## config.mk

```make
export PLATFORM = sky130hd
export DESIGN_NAME = ldl_sfifo_v2
export DESIGN_NICKNAME = d
export VERILOG_FILES = /design/src/rtl/ldl_fifo_pkg.sv /design/src/rtl/ldl_sfifo_v2_ram.sv /design/src/rtl/ldl_sfifo_v2.sv
export SDC_FILE = /design/constraint.sdc
export NUM_CORES = 1
export LEC_CHECK = 0
export BUFFER_PORTS_ARGS = -buffer_cell sky130_fd_sc_hd__buf_4
export CORE_MARGIN = 2
export CORE_UTILIZATION = 55
export CTS_CLUSTER_SIZE = 14
export DETAILED_ROUTE_END_ITERATION = 10
export GPL_ROUTABILITY_DRIVEN = 0
export PLACE_DENSITY = 0.73
export SLEW_MARGIN = 15
export SYNTH_ARGS = -nofsm -noshare
export SYNTH_HDL_FRONTEND = slang
export SYNTH_HIERARCHICAL = 1
export SYNTH_SLANG_ARGS = --single-unit
```

## constraint.sdc

```tcl
create_clock -name clk -period 7.7 [get_ports clk]
set_input_delay 0.385 -clock clk [delete_from_list [all_inputs] [get_ports clk]]
set_output_delay 0.385 -clock clk [all_outputs]
set_load 0.01 [all_outputs]
```

## src/rtl/ldl_fifo_pkg.sv

```systemverilog
// Shared FIFO definitions: read-mode constants and depth helper for the ldl FIFO family.
package ldl_fifo_pkg;

  localparam int LDL_FIFO_NORMAL = 0;
  localparam int LDL_FIFO_AHEAD  = 1;

  function automatic int ldl_fifo_depth(input int aw);
    return 1 << aw;
  endfunction

endpackage

```

## src/rtl/ldl_sfifo_v2_ram.sv

```systemverilog
// DW x 2**AW register array: one synchronous write port, one asynchronous read port.
module ldl_sfifo_v2_ram
  import ldl_fifo_pkg::*;
#(
  parameter int DW = 8,
  parameter int AW = 4
) (
  input  logic          clk,
  input  logic          we,
  input  logic [AW-1:0] waddr,
  input  logic [DW-1:0] din,
  input  logic [AW-1:0] raddr,
  output logic [DW-1:0] rdata
);

  logic [DW-1:0] mem [ldl_fifo_depth(AW)];

  // Contents are intentionally not reset; the pointers define what is valid.
  always_ff @(posedge clk) begin
    if (we) mem[waddr] <= din;
  end

  assign rdata = mem[raddr];

endmodule

```

## src/rtl/ldl_sfifo_v2.sv

```systemverilog
// Single-clock FIFO with word count, almost-full/empty thresholds and show-ahead or registered read.
// Optional sticky overflow/underflow flags are built when LDL_SFIFO_V2_ERR_EN is defined.
module ldl_sfifo_v2
  import ldl_fifo_pkg::*;
#(
  parameter int DW    = 8,
  parameter int AW    = 4,
  parameter int AHEAD = LDL_FIFO_AHEAD,
  parameter int AF_TH = ldl_fifo_depth(AW) - 2,
  parameter int AE_TH = 2
) (
  input  logic          clk,
  input  logic          rst,
  input  logic          we,
  input  logic [DW-1:0] din,
  input  logic          re,
  output logic [DW-1:0] dout,
  output logic          full,
  output logic          empty,
  output logic          afull,
  output logic          aempty,
  output logic [AW:0]   cnt,
  output logic          ovf,
  output logic          udf
);

  localparam int          DEPTH    = ldl_fifo_depth(AW);
  localparam logic [AW:0] FULL_CNT = DEPTH[AW:0];
  localparam logic [AW:0] AF_CNT   = AF_TH[AW:0];
  localparam logic [AW:0] AE_CNT   = AE_TH[AW:0];

  if (!(AE_TH >= 0 && AE_TH < AF_TH && AF_TH <= DEPTH)) begin : g_bad_thresholds
    $error("ldl_sfifo_v2: thresholds must satisfy AE_TH < AF_TH <= 2**AW");
  end
  if (AHEAD != LDL_FIFO_AHEAD && AHEAD != LDL_FIFO_NORMAL) begin : g_bad_mode
    $error("ldl_sfifo_v2: AHEAD must be 0 or 1");
  end

  logic [AW:0]   wr_ptr, rd_ptr, cnt_q;
  logic          wr_acc, rd_acc;
  logic [DW-1:0] rd_data;

  // Handshake: we/re are requests; a write is taken when we && !full, a read when
  // re && !empty. Rejected requests leave data, pointers and count untouched.
  assign full   = (cnt_q == FULL_CNT);
  assign empty  = (cnt_q == '0);
  assign afull  = (cnt_q >= AF_CNT);
  assign aempty = (cnt_q <= AE_CNT);
  assign cnt    = cnt_q;
  assign wr_acc = we && !full;
  assign rd_acc = re && !empty;

  always_ff @(posedge clk) begin
    if (rst) begin
      wr_ptr <= '0;
      rd_ptr <= '0;
      cnt_q  <= '0;
    end else begin
      if (wr_acc) wr_ptr <= wr_ptr + 1'b1;
      if (rd_acc) rd_ptr <= rd_ptr + 1'b1;
      case ({wr_acc, rd_acc})
        2'b10:   cnt_q <= cnt_q + 1'b1;
        2'b01:   cnt_q <= cnt_q - 1'b1;
        default: cnt_q <= cnt_q;
      endcase
    end
  end

  ldl_sfifo_v2_ram #(.DW(DW), .AW(AW)) u_ram (
    .clk   (clk),
    .we    (wr_acc),
    .waddr (wr_ptr[AW-1:0]),
    .din   (din),
    .raddr (rd_ptr[AW-1:0]),
    .rdata (rd_data)
  );

  if (AHEAD == LDL_FIFO_AHEAD) begin : g_ahead
    assign dout = rd_data;
  end else begin : g_normal
    logic [DW-1:0] dout_q;
    always_ff @(posedge clk) begin
      if (rst)         dout_q <= '0;
      else if (rd_acc) dout_q <= rd_data;
    end
    assign dout = dout_q;
  end

`ifdef LDL_SFIFO_V2_ERR_EN
  logic ovf_q, udf_q;
  // Flags trigger on the request against the current state, independent of the other port.
  always_ff @(posedge clk) begin
    if (rst) begin
      ovf_q <= 1'b0;
      udf_q <= 1'b0;
    end else begin
      if (we && full)  ovf_q <= 1'b1;
      if (re && empty) udf_q <= 1'b1;
    end
  end
  assign ovf = ovf_q;
  assign udf = udf_q;
`else
  assign ovf = 1'b0;
  assign udf = 1'b0;
`endif

endmodule

```

==> results.sh, run 1 <==
export IMPL_power_internal_uw=1580
export IMPL_power_leakage_uw=0.00225
export IMPL_grt_max_degree=36
export IMPL_p_comb_frac=0.200
export IMPL_nets=368
export IMPL_holdWs_ns=0.175
export IMPL_yosysWarnings=6
export IMPL_grt_use_met1=0.277
export IMPL_slew_viol_final=0
export IMPL_clockRootBuffer="clkbuf_8"
export IMPL_hold_buffers=0
export IMPL_critPathArrivalTime_ns=2.63
export IMPL_final_hold_viol_count=0
export IMPL_hp_class="in -> reg"
export IMPL_die_area_um2=11300
export IMPL_synth_cell_types=41
export IMPL_switching_power_uw=525
export IMPL_wl_per_cell_um=21.0
export IMPL_setup_tns_ns=0
export IMPL_wl_um=10500
export IMPL_swShare=0.250
export IMPL_cp_end_kind="primary output"
export IMPL_drive_gt1_frac=0.238
export IMPL_ant_nets=0
export IMPL_yosysSeqAreaShare=0.710
export IMPL_fp_dieW_um=107
export IMPL_cts_inserted_buffers=17
export IMPL_fmax_ghz=0.331
export IMPL_synth_avg_cell_area_um2=18.5
export IMPL_status="finished clean"
export IMPL_dp_final_hpwl_um=6530
export IMPL_port_buffers=28
export IMPL_grt_pass1_vias=2901
export IMPL_grt_pass1_wl_um=16400
export IMPL_cp_required_ns=7.32
export IMPL_critPathSlowestCell="mux4_1"
export IMPL_synthCells=312
export IMPL_grt_busiest_layer="met2"
export IMPL_drc=0
export IMPL_start_kind="flip-flop"
export IMPL_grtUsageMet2=0.315
export IMPL_clock_skew_ns=0.00910
export IMPL_path_class="reg -> out"
export IMPL_period_share=0.392
export IMPL_cp_common_cell="buf_4"
export IMPL_grt_overflow_total=0
export IMPL_initial_core_util=0.562
export IMPL_dr_pass1_iters=4
export IMPL_cap_viol_max_count=0
export IMPL_ys_ff_latch=141
export IMPL_setup_violations=0
export IMPL_rsz0062_at_grt="no"
export IMPL_max_slew_margin=0.334
export IMPL_cts_resized=0
export IMPL_vdd_drop_max_uv=258
export IMPL_drtIter0Drc=230
export IMPL_core_rowCount=37
export IMPL_gr_usage_met3=0.0552
export IMPL_critPathMaxStageDelay_ns=0.69
export IMPL_clock_latency_ns=0.51
export IMPL_fin_crit_ns=3.02
export IMPL_cts_buffer_depth=2
export IMPL_grt_use_total=0.202
export IMPL_area_growth_pct=15.2
export IMPL_tightest_slew_ns=0.995
export IMPL_cts_tree="done"
export IMPL_clkPwrFrac=0.369
export IMPL_htree_levels=4
export IMPL_worstPathMaxFanout=35
export IMPL_ioPinCount=31
export IMPL_core_area_um2=10300
export IMPL_die_h_um=107
export IMPL_num_fill_cells=724
export IMPL_p_seq_frac=0.432
export IMPL_via_count=2889
export IMPL_powerDensity_nw_per_um2=316
export IMPL_cts_sinks=141
export IMPL_antenna_found_initial=0
export IMPL_syn_area_um2=5780
export IMPL_postCtsSetupBuffers=0
export IMPL_crit_chain="buf_4, mux4_1, a22oi_1, nand2_1, buf_4"
export IMPL_avgViaCountPerCell=5.80
export IMPL_clkTransAtPathRegs_ns=0.06
export IMPL_antenna_cells=0
-- Yosys cell counts --
cell type,instances,share of area
o311ai_2,1,0.0028
fa_1,1,0.0035
nor4_2,1,0.0022
nor3_1,5,0.0043
or3_4,1,0.0019
clkbuf_1,2,0.0013
or4_1,1,0.0013
a22oi_1,16,0.021
nand2b_1,3,0.0032
nor2_1,31,0.020
mux4_1,14,0.064
o21ai_0,1,0.00086
nor4_1,1,0.0011
nor4bb_1,1,0.0017
nand3_1,3,0.0026
nor2b_1,3,0.0032
clkdlybuf4s25_2,3,0.0052
and2b_1,1,0.0013
or3b_2,1,0.0015
mux2i_1,3,0.0052
xor2_1,4,0.0061
conb_1,1,0.00065
mux2_2,1,0.0019
buf_2,5,0.0043
a211oi_1,2,0.0026
ha_1,6,0.013
a31o_2,1,0.0015
inv_1,7,0.0045
a21o_1,1,0.0013
xnor2_1,3,0.0045
buf_6,3,0.0058
edfxtp_1,128,0.66
nand3b_1,2,0.0026
nand2_1,11,0.0071
or3_1,1,0.0011
buf_4,3,0.0039
dfxtp_1,13,0.045
mux4_2,18,0.070
and2_1,2,0.0022
o31ai_4,1,0.0037
a21oi_1,6,0.0052
-- flip-flops by register name, indices dropped and copies added, names as in the netlist --
name / flops
u_ram/mem: 128
cnt: 5
rd_ptr: 4
wr_ptr: 4
-- power by group through the flow --
stage | clock network, µW | registers, µW | logic (µW)
floorplan | 0 | 911 | 305
global placement | 0 | 920 | 419
detailed placement | 0 | 922 | 426
CTS | 787 | 907 | 426
global route | 820 | 912 | 461
finish | 775 | 907 | 420
-- through the flow --
stage               cells  utilization  instance area [µm²]  total power (µW)  worst slack, ns
finish                498        0.648                 6660              2100             4.68
global route          498        0.648                 6660              2190             4.50
CTS                   498        0.647                 6650              2120             4.66
detailed placement    466        0.592                 6080              1350             4.72
global placement      466        0.592                 6080              1340             4.82
floorplan             313            -                 5780              1220             4.91
-- per-layer routing --
layer,wire length (µm),share of wire
met1,4620,0.44
met2,5150,0.49
met3,582,0.056
met4,110,0.011
met5,0,0
-- worst max-delay path: cells and delay by family, from the launching register on --
kind / cells / cell delay (ns)
multiplexers: 1 / 0.69
buffers and inverters: 2 / 0.67
flip-flops: 1 / 0.31
AO/OA/AOI/OAI: 1 / 0.28
AND/OR/NAND/NOR: 1 / 0.15
-- kinds of logic (layout without fill, tap and decap cells) --
group | count (synthesis) | count (layout) | synth area share
flip-flops | 141 | 141 | 0.710
other | 1 | 2 | 0.000649
buffers and inverters | 23 | 72 | 0.0251
AND/OR/NAND/NOR | 68 | 68 | 0.0576
adder cells (fa/ha/maj) | 7 | 7 | 0.0165
AO/OA/AOI/OAI | 29 | 29 | 0.0387
multiplexers | 36 | 36 | 0.141
XOR/XNOR | 7 | 7 | 0.0106
-- final cells by class --
type / instances / area [µm²] / area share
clock buffers: 24 / 450 / 0.0677
clock inverters: 8 / 118 / 0.0177
inverters: 7 / 26.3 / 0.00395
multi-input cells: 149 / 1540 / 0.231
flip-flops and latches: 141 / 4110 / 0.617
well taps: 136 / 170 / 0.0256
repair buffers: 33 / 248 / 0.0372
-- cells in the final DEF, fill, tap and decap left out, types with 3 or more instances in the layout --
master     synthesis  routed
edfxtp_1         128     128
buf_4              3      33
nor2_1            31      31
mux4_2            18      18
clkbuf_16          0      16
a22oi_1           16      16
mux4_1            14      14
dfxtp_1           13      12
nand2_1           11      11
inv_1              7       7
a21oi_1            6       6
ha_1               6       6
clkbuf_1           2       6
nor3_1             5       4
xor2_1             4       4
clkinv_2           0       4
mux2i_1            3       3
xnor2_1            3       3
nand3_1            3       3
nor2b_1            3       3
nand2b_1           3       3
bufinv_16          0       3
-- final timing paths --
kind                                 from         to  slack (ns)  cells after the start
worst max-delay path            rd_ptr[0]    dout[3]        4.68                      5
worst min register to register  wr_ptr[2]  wr_ptr[2]        0.60                      2
worst min-delay path                  rst     cnt[0]        0.18                      2
worst max register to register     cnt[0]     cnt[4]        4.73                     10
Note: power is estimated with default switching activity, not from simulation.
==> run 2: changes to the inputs <==
--- a/config.mk
+++ b/config.mk
@@ -5,6 +5,7 @@
 export SDC_FILE = /design/constraint.sdc
 export NUM_CORES = 1
 export LEC_CHECK = 0
+export ABC_AREA = 1
 export BUFFER_PORTS_ARGS = -buffer_cell sky130_fd_sc_hd__buf_4
 export CORE_MARGIN = 2
 export CORE_UTILIZATION = 55
==> constraint.sdc (replaced) <==
create_clock -name clk -period 2.9 [get_ports clk]
set_input_delay 0.145 -clock clk [delete_from_list [all_inputs] [get_ports clk]]
set_output_delay 0.145 -clock clk [all_outputs]
set_load 0.01 [all_outputs]
==> results.sh, run 2 <==
export IMPL_status="finished clean"
export IMPL_grt_pass1_vias=4506
export IMPL_ant_nets=0
export IMPL_dr_pass1_iters=5
export IMPL_synthMuxAreaShare=0
export IMPL_dp_final_hpwl_um=9120
export IMPL_core_rowCount=39
export IMPL_grt_max_degree=68
export IMPL_fin_crit_ns=2.26
export IMPL_cts_tree="done"
export IMPL_fmax_ghz=0.443
export IMPL_netlist_top_cells_count="nand2_1 (194), edfxtp_1 (128), inv_1 (121)"
export IMPL_cts_resized=0
export IMPL_die_h_um=112
export IMPL_p_total_uw=6430
export IMPL_area_growth_pct=14.1
export IMPL_synthCells=662
export IMPL_cp_end_kind="primary output"
export IMPL_synthTopCellsByArea="edfxtp_1 (59%), nand2_1 (11%), nand3_1 (8.1%)"
export IMPL_final_cell_mix="nand2_1 (194), edfxtp_1 (128), inv_1 (121)"
export IMPL_path_class="reg -> out"
export IMPL_wl_um=15000
export IMPL_wl_per_cell_um=17.7
export IMPL_tightest_slew_ns=0.780
export IMPL_cp_required_ns=2.76
export IMPL_powerDensity_nw_per_um2=873
export IMPL_synth_cell_types=26
export IMPL_largest_register="u_ram/mem"
export IMPL_num_fill_cells=865
export IMPL_initial_core_util=0.564
export IMPL_syn_area_um2=6460
export IMPL_cts_sinks=141
export IMPL_antenna_cells=0
export IMPL_start_kind="flip-flop"
export IMPL_yosysSeqAreaShare=0.635
export IMPL_synth_avg_cell_area_um2=9.76
export IMPL_synth_most_common_cell="nand2_1"
export IMPL_die_area_um2=12600
export IMPL_via_count=4641
export IMPL_yosys_area_top_type="edfxtp_1"
export IMPL_clkTransAtPathRegs_ns=0.06
export IMPL_synth_xor_area_frac=0.00407
export IMPL_fp_dieW_um=112
export IMPL_grt_use_total=0.254
export IMPL_largest_reg_flops=128
export IMPL_critPathArrivalTime_ns=2.11
export IMPL_period_share=0.778
export IMPL_avgViaCountPerCell=5.49
export IMPL_final_common_cell="nand2_1"
export IMPL_worstPathMaxFanout=27
export IMPL_synth_top_family_by_area="simple AND/OR/NAND/NOR gates"
export IMPL_ioPinCount=31
export IMPL_synth_compound_area_frac=0.0134
export IMPL_port_buffers=28
export IMPL_final_hold_viol_count=0
export IMPL_yosysWarnings=6
export IMPL_synth_top_area_share=0.595
export IMPL_synth_simple_area_share=0.232
export IMPL_clockRootBuffer="clkbuf_16"
export IMPL_cts_inserted_buffers=17
export IMPL_holdWs_ns=0.0414
export IMPL_grt_pass1_wl_um=23900
export IMPL_clock_skew_ns=0.00808
export IMPL_ys_ff_latch=141
export IMPL_drc=0
export IMPL_grt_overflow_total=0
export IMPL_power_leakage_uw=0.00324
export IMPL_drtIter0Drc=563
export IMPL_antenna_found_initial=0
export IMPL_clock_latency_ns=0.43
export IMPL_hold_buffers=1
export IMPL_synthFlopType="edfxtp_1"
export IMPL_setup_violations=0
export IMPL_rsz0062_at_grt="no"
export IMPL_synth_edf_count=128
export IMPL_postCtsSetupBuffers=0
export IMPL_vdd_drop_max_uv=587
export IMPL_drive_gt1_frac=0.111
export IMPL_setup_tns_ns=0
export IMPL_nets=709
export IMPL_slew_viol_final=0
export IMPL_async_flop_share=0
export IMPL_hp_class="in -> reg"
export IMPL_htree_levels=4
export IMPL_synth_fa_ha_area_frac=0.0147
export IMPL_cts_buffer_depth=2
export IMPL_core_area_um2=11500
export IMPL_cap_viol_max_count=0
export IMPL_max_slew_margin=0.478
==> run 2: cell types whose count changed after synthesis, sizes merged, moves of 15 or more <==
cell and delta:
inv +118, nand2 +185, nand3 +104, buf +15, mux4 -32, a22oi -16
==> run 2: cell families (layout without fill, tap and decap cells) <==
kind of cell    count (synthesis)  after routing
simple gates                  343            343
buf+inv                       151            191
flops                         141            141
compound gates                 16             16
fa+ha+maj                       7              7
xor+xnor                        3              3
other cells                     1              2
==> run 2: per-layer routing <==
layer / GRT usage / up-vias / part of all wire
li1: - / 2173 / -
met1: 0.347 / 2177 / 0.43
met2: 0.387 / 257 / 0.46
met3: 0.0664 / 34 / 0.089
met4: 0.111 / 0 / 0.028
met5: 0 / - / 0
==> run 2: worst max-delay path: stages (launching register included) <==
cell	delay [ns]
dfxtp_2	0.32
inv_2	0.36
buf_4	0.36
nand2_1	0.11
nand3_1	0.10
nand3_1	0.09
nand3_1	0.11
nand2_1	0.08
buf_4	0.15
==> run 2: layout make-up <==
class	instances	area (µm²)	area share
sequential	141	4110	0.557
multi-input combinational	371	1710	0.232
inverter	125	469	0.0636
clock buffer	18	429	0.0582
timing repair buffer	34	258	0.0350
clock inverter	14	219	0.0297
tap	143	179	0.0243
==> run 2: path summary, 6_finish.rpt <==
check	startpoint	endpoint	slack (ns)	depth (start not counted)
worst max-delay path	rd_ptr[0]	dout[6]	0.64	8
worst min-delay path	re	rd_ptr[2]	0.04	3
worst max register to register	cnt[4]	cnt[4]	0.77	15
worst min register to register	wr_ptr[0]	wr_ptr[0]	0.56	2
==> run 2: per-stage QoR <==
stage / instance area, µm² / instances / setup slack (ns) / util
final: 7370 / 846 / 0.643 / 0.643
after global routing: 7370 / 846 / 0.480 / 0.643
after CTS: 7370 / 846 / 0.622 / 0.643
after detailed placement: 6710 / 813 / 0.794 / 0.585
after global placement: 6710 / 813 / 0.834 / 0.585
after floorplan: 6470 / 663 / 0.918 / -
==> run 2: where the power goes <==
| group | switching, µW | internal (µW) |
|---|---|---|
| logic | 1100 | 579 |
| registers | 75.8 | 2310 |
| clock network | 838 | 1530 |
